$ cat src/rtl/stream_demux_pkg.sv
// Shared types and helpers for the registered 1:N streaming demux.
// Select decoding is sized for the widest supported channel count.
package stream_demux_pkg;

    localparam int unsigned MAX_CH    = 16;
    localparam int unsigned MAX_SEL_W = 4;

    typedef logic [MAX_CH-1:0]    ch_mask_t;
    typedef logic [MAX_SEL_W-1:0] sel_t;

    function automatic logic sel_in_range(input sel_t sel, input int unsigned n);
        return 32'(sel) < n;
    endfunction

    // Out-of-range selects decode to an empty mask.
    function automatic ch_mask_t onehot(input sel_t sel, input int unsigned n);
        ch_mask_t m;
        m = '0;
        if (sel_in_range(sel, n)) begin
            m[sel] = 1'b1;
        end
        return m;
    endfunction

endpackage

$ cat src/rtl/stream_demux.sv
// Registered 1:N_CH stream demux with unicast/broadcast delivery,
// a single holding stage and a sticky out-of-range select flag.
module stream_demux
    import stream_demux_pkg::*;
#(
    parameter int WIDTH = 8,
    parameter int N_CH  = 4,
    parameter int SEL_W = $clog2(N_CH)
) (
    input  logic             clk,
    input  logic             rst_n,
    input  logic             in_valid,
    output logic             in_ready,
    input  logic [WIDTH-1:0] in_data,
    input  logic [SEL_W-1:0] in_sel,
    input  logic             in_bcast,
    output logic [N_CH-1:0]  out_valid,
    input  logic [N_CH-1:0]  out_ready,
    output logic [WIDTH-1:0] out_data,
    output logic             err_sel,
    input  logic             err_clr
);

    logic [WIDTH-1:0] data_q, data_d;
    logic [N_CH-1:0]  pend_q, pend_d;
    logic             err_q, err_d;
    logic [N_CH-1:0]  pend_rem;
    logic             accept;
    sel_t             sel_ext;

    assign sel_ext = sel_t'(in_sel);

    always_comb begin
        pend_rem = pend_q & ~out_ready;
        in_ready = (pend_rem == '0);
        accept   = in_valid & in_ready;
        pend_d   = pend_rem;
        data_d   = data_q;
        err_d    = err_q & ~err_clr;
        if (accept) begin
            if (in_bcast) begin
                pend_d = '1;
                data_d = in_data;
            end else if (sel_in_range(sel_ext, N_CH)) begin
                pend_d = N_CH'(onehot(sel_ext, N_CH));
                data_d = in_data;
            end else begin
                // Beat is consumed but dropped; holding stage is left as is.
                err_d = 1'b1;
            end
        end
    end

    always_ff @(posedge clk or negedge rst_n) begin
        if (!rst_n) begin
            pend_q <= '0;
            data_q <= '0;
            err_q  <= 1'b0;
        end else begin
            pend_q <= pend_d;
            data_q <= data_d;
            err_q  <= err_d;
        end
    end

    assign out_valid = pend_q;
    assign out_data  = data_q;
    assign err_sel   = err_q;

endmodule

$ cat config.mk
export PLATFORM = sky130hd
export DESIGN_NAME = stream_demux
export DESIGN_NICKNAME = d
export VERILOG_FILES = /design/src/rtl/stream_demux_pkg.sv /design/src/rtl/stream_demux.sv
export SDC_FILE = /design/constraint.sdc
export NUM_CORES = 1
export LEC_CHECK = 0
export ABC_AREA = 1
export BUFFER_PORTS_ARGS = -buffer_cell sky130_fd_sc_hd__buf_2
export CAP_MARGIN = 10
export CORE_UTILIZATION = 43
export CTS_BUF_LIST = sky130_fd_sc_hd__clkbuf_4 sky130_fd_sc_hd__clkbuf_8
export DETAILED_ROUTE_END_ITERATION = 7
export GPL_TIMING_DRIVEN = 0
export HOLD_SLACK_MARGIN = 0.03
export PLACE_DENSITY = 0.88
export SLEW_MARGIN = 20
export SYNTH_ARGS = -nofsm -noshare
export SYNTH_HDL_FRONTEND = slang
export SYNTH_SLANG_ARGS = --single-unit
$ cat constraint.sdc
create_clock -name clk -period 1.4 [get_ports clk]
set_clock_uncertainty 0.05 [all_clocks]
set_input_delay 0.14 -clock clk [delete_from_list [all_inputs] [get_ports clk]]
set_output_delay 0.14 -clock clk [all_outputs]
set_load 0.05 [all_outputs]
==> impl_results.md <==
* Outcome: finished clean
* Min-delay src: in_data[1]
* Worst Path Buf+Inv at 2
* Asr flop ratio synth at 100%
* Crit path launch type: register
* Vias in the first global route at between 400 and 500
* Post-synth EDFFs at 0
* Slew headroom at 80.2%
* Later-pin clock latency in the skew report at 270 ps
* TritonRoute pass-1 iters at 4
* Main synth FF type: dfrtp_1
* Peak supply drop at 0.000971 V
* Routed len/inst at 12.2 um
* Avg Cell Area, Syn at 8.37 um2
* Finished Cell Area at between 800 and 900 um2
* Max-cap violations at 0
* Tcrit/Tclk final at 98.1%
* Sequential fraction of the synthesis area at 57.1%
* Largest net degree at the start of global routing at 14
* Placer congestion estimate at 0.643
* Area delta synth->final at 54.7%
* Worst r2r src: out_valid[0]
* Crit path largest cell delay at approximately 400 ps
* Crit Path Class: register to output pin
* Placed insts at 114
* Final WS setup at 26.1 ps
* Most used cell, CP: nand2_2
* Final WL at 1550 um
* Routed vias/inst at ~4.8
* # diodes at 0
* F_max at between 0.7 and 0.8 GHz
* GRT met1 Usage at 22.1%
* Total GRT Usage at 19.5%
* Largest delay share family, worst path: flip-flops
* First-pass GRT wire length at 1920 um
* Total CTS buffers at 3
* GRT met2 Usage at 33.9%
* Die area at 1470 um2
* Met3 GRT Util at 5.81%
* ANT nets after route at 0
* Crit path cell chain: nand2_2, nand2_2, nor2_4, buf_6, buf_8
* Layout cell share with drive strength beyond 1 at 49.6%
* H-tree depth at 1
* Class of the worst hold path: primary input to register
* Global route overflow at 0
* Syn Inst Count at 68
* Reg clk slew, reported paths at 80 ps
* Unrepaired setup endpoints after global routing: yes
* I/O pin total at 33
* GR peak layer: met2
* Final std cells w/o fill at 127
* Worst setup EP type: output pin
* TritonCTS clock tree: built
* Initial Util at 48.6%
* Worst-path fanout max at 2
* Die height at 38.4 um
* Synth area leaders: dfrtp_1 (57%), nand2_1 (17%), nand3_1 (11%), inv_1 (5.3%), o21ai_0 (3.5%)
* Worst setup path startpoint: out_valid[0]
* Nets at 133
* Mapped Nets at 87
* CP max stage cell: dfrtp_2
* Final Hold Fails at 0
* PwrDens at 1840 nW/um2
* Total vias in the final route at 613
* Crit path required time at around 1200 ps
* Port Buf Inserts at 32
* Count leader, synth: nand2_1
* CTS max path bufs at 2
* DRT iter0 DRCs at 26
* # rows at 12
* Placed cell areas at 752 um2
* Commonest cells in the netlist: nand2_1 (26), dfrtp_1 (13), nand3_1 (12)
* Worst slew pin tran at 296 ps
* #FFs+latches synth at 13
* Library cells used by synthesis at 10
* Fin crit period at 1370 ps
* Mapped cell area at 569 um2
* Root buf cell: clkbuf_4
* Worst Path Arrival at 1180 ps
* Largest area contributor in the netlist: dfrtp_1
* Pwr Total at 1.62 mW
* Setup violations, final at 0
* Chip width at 38.4 um
* Slew Viols, Final at 0
* Post-synth top area share at 57.1%
* Initial antenna violation count at 0
* Synth warn at 0
* Leak pwr at 0.529 nW
* # DRC at 0
* CTS sink cnt at 13
* Dpl ws at between 50 and 60 ps
* Core area at 1170 um2
* Dpl hpwl at a little under 900 um
[path summary, 6_finish.rpt]
path                            slack, ps            to  cells past startpoint
worst min-delay path                   50   out_data[1]                      3
worst min register to register        420   out_data[3]                      2
worst max register to register         60   out_data[6]                      7
min in group asynchronous             230       err_sel                      2
max in group asynchronous             820  out_valid[1]                      2
worst max-delay path                   30      in_ready                      5
[worst min-delay path, delay by kind of cell]
family                 cells  cell delay [ps]
buffers and inverters      1               70
and+or+nand+nor            2              120
[cells in the final DEF (no fill, tap or decap)]
master | synthesis | routed
buf_8 | 0 | 1
buf_4 | 1 | 7
nor2_1 | 1 | 1
inv_1 | 8 | 8
dfrtp_1 | 13 | 9
buf_6 | 0 | 1
o21ai_0 | 4 | 4
dlygate4sd3_1 | 0 | 2
nor2_4 | 1 | 1
dfrtp_2 | 0 | 4
nand2_2 | 1 | 6
nand3_1 | 12 | 12
clkbuf_4 | 1 | 5
buf_2 | 0 | 31
nand2_1 | 26 | 21
[per-stage QoR]
step           hold slack, ps  util [%]  TNS (ps)
2_1_floorplan            -206         -         0
5_1_grt                  51.6      75.2     -32.0
3_3_place_gp            -15.0      64.2         0
6_report                 51.6      75.2         0
3_5_place_dp            -14.0      64.2         0
4_1_cts                  47.7      71.2         0
[cell type report]
| cell class | count | area [um2] |
|---|---|---|
| well taps | 14 | 17.5 |
| repair buffers | 41 | 243 |
| flip-flops and latches | 13 | 330 |
| multi-input cells | 45 | 211 |
| inverters | 8 | 30.0 |
| fillers | 85 | 290 |
| clock buffers | 4 | 30.0 |
| plain buffers | 2 | 18.8 |
[repair_timing]
item | CTS | global route
setup endpoints to repair | 1 | 9
pin swaps | 1 | 6
setup buffers | 2 | 5
endpoints found under the hold margin | 14 | 0
hold buffers | 2 | 0
gates resized for setup | 5 | 4
[flip-flops by register name, summed over array words and instances, names as in the netlist]
signal and count:
out_valid 4, out_data 8, err_sel 1
[layer usage]
metal | up-vias | routed length, um
met5 | - | 0
met4 | 0 | 23
met3 | 4 | 103
met2 | 33 | 792
met1 | 273 | 629
li1 | 303 | -
[logic make-up after synthesis]
family | share of synthesized area, %
AOI/OAI and AO/OA | 3.52
and+or+nand+nor | 31.4
DFF | 57.1
buffers and inverters | 7.91
[report_power, final]
part	total [mW]	internal, mW	leakage, nW	switching, mW
Clock	0.246	0.130	0.0184	0.116
Sequential	0.529	0.480	0.158	0.0499
Combinational	0.844	0.237	0.352	0.607
Power figures use the tool's default switching activity.
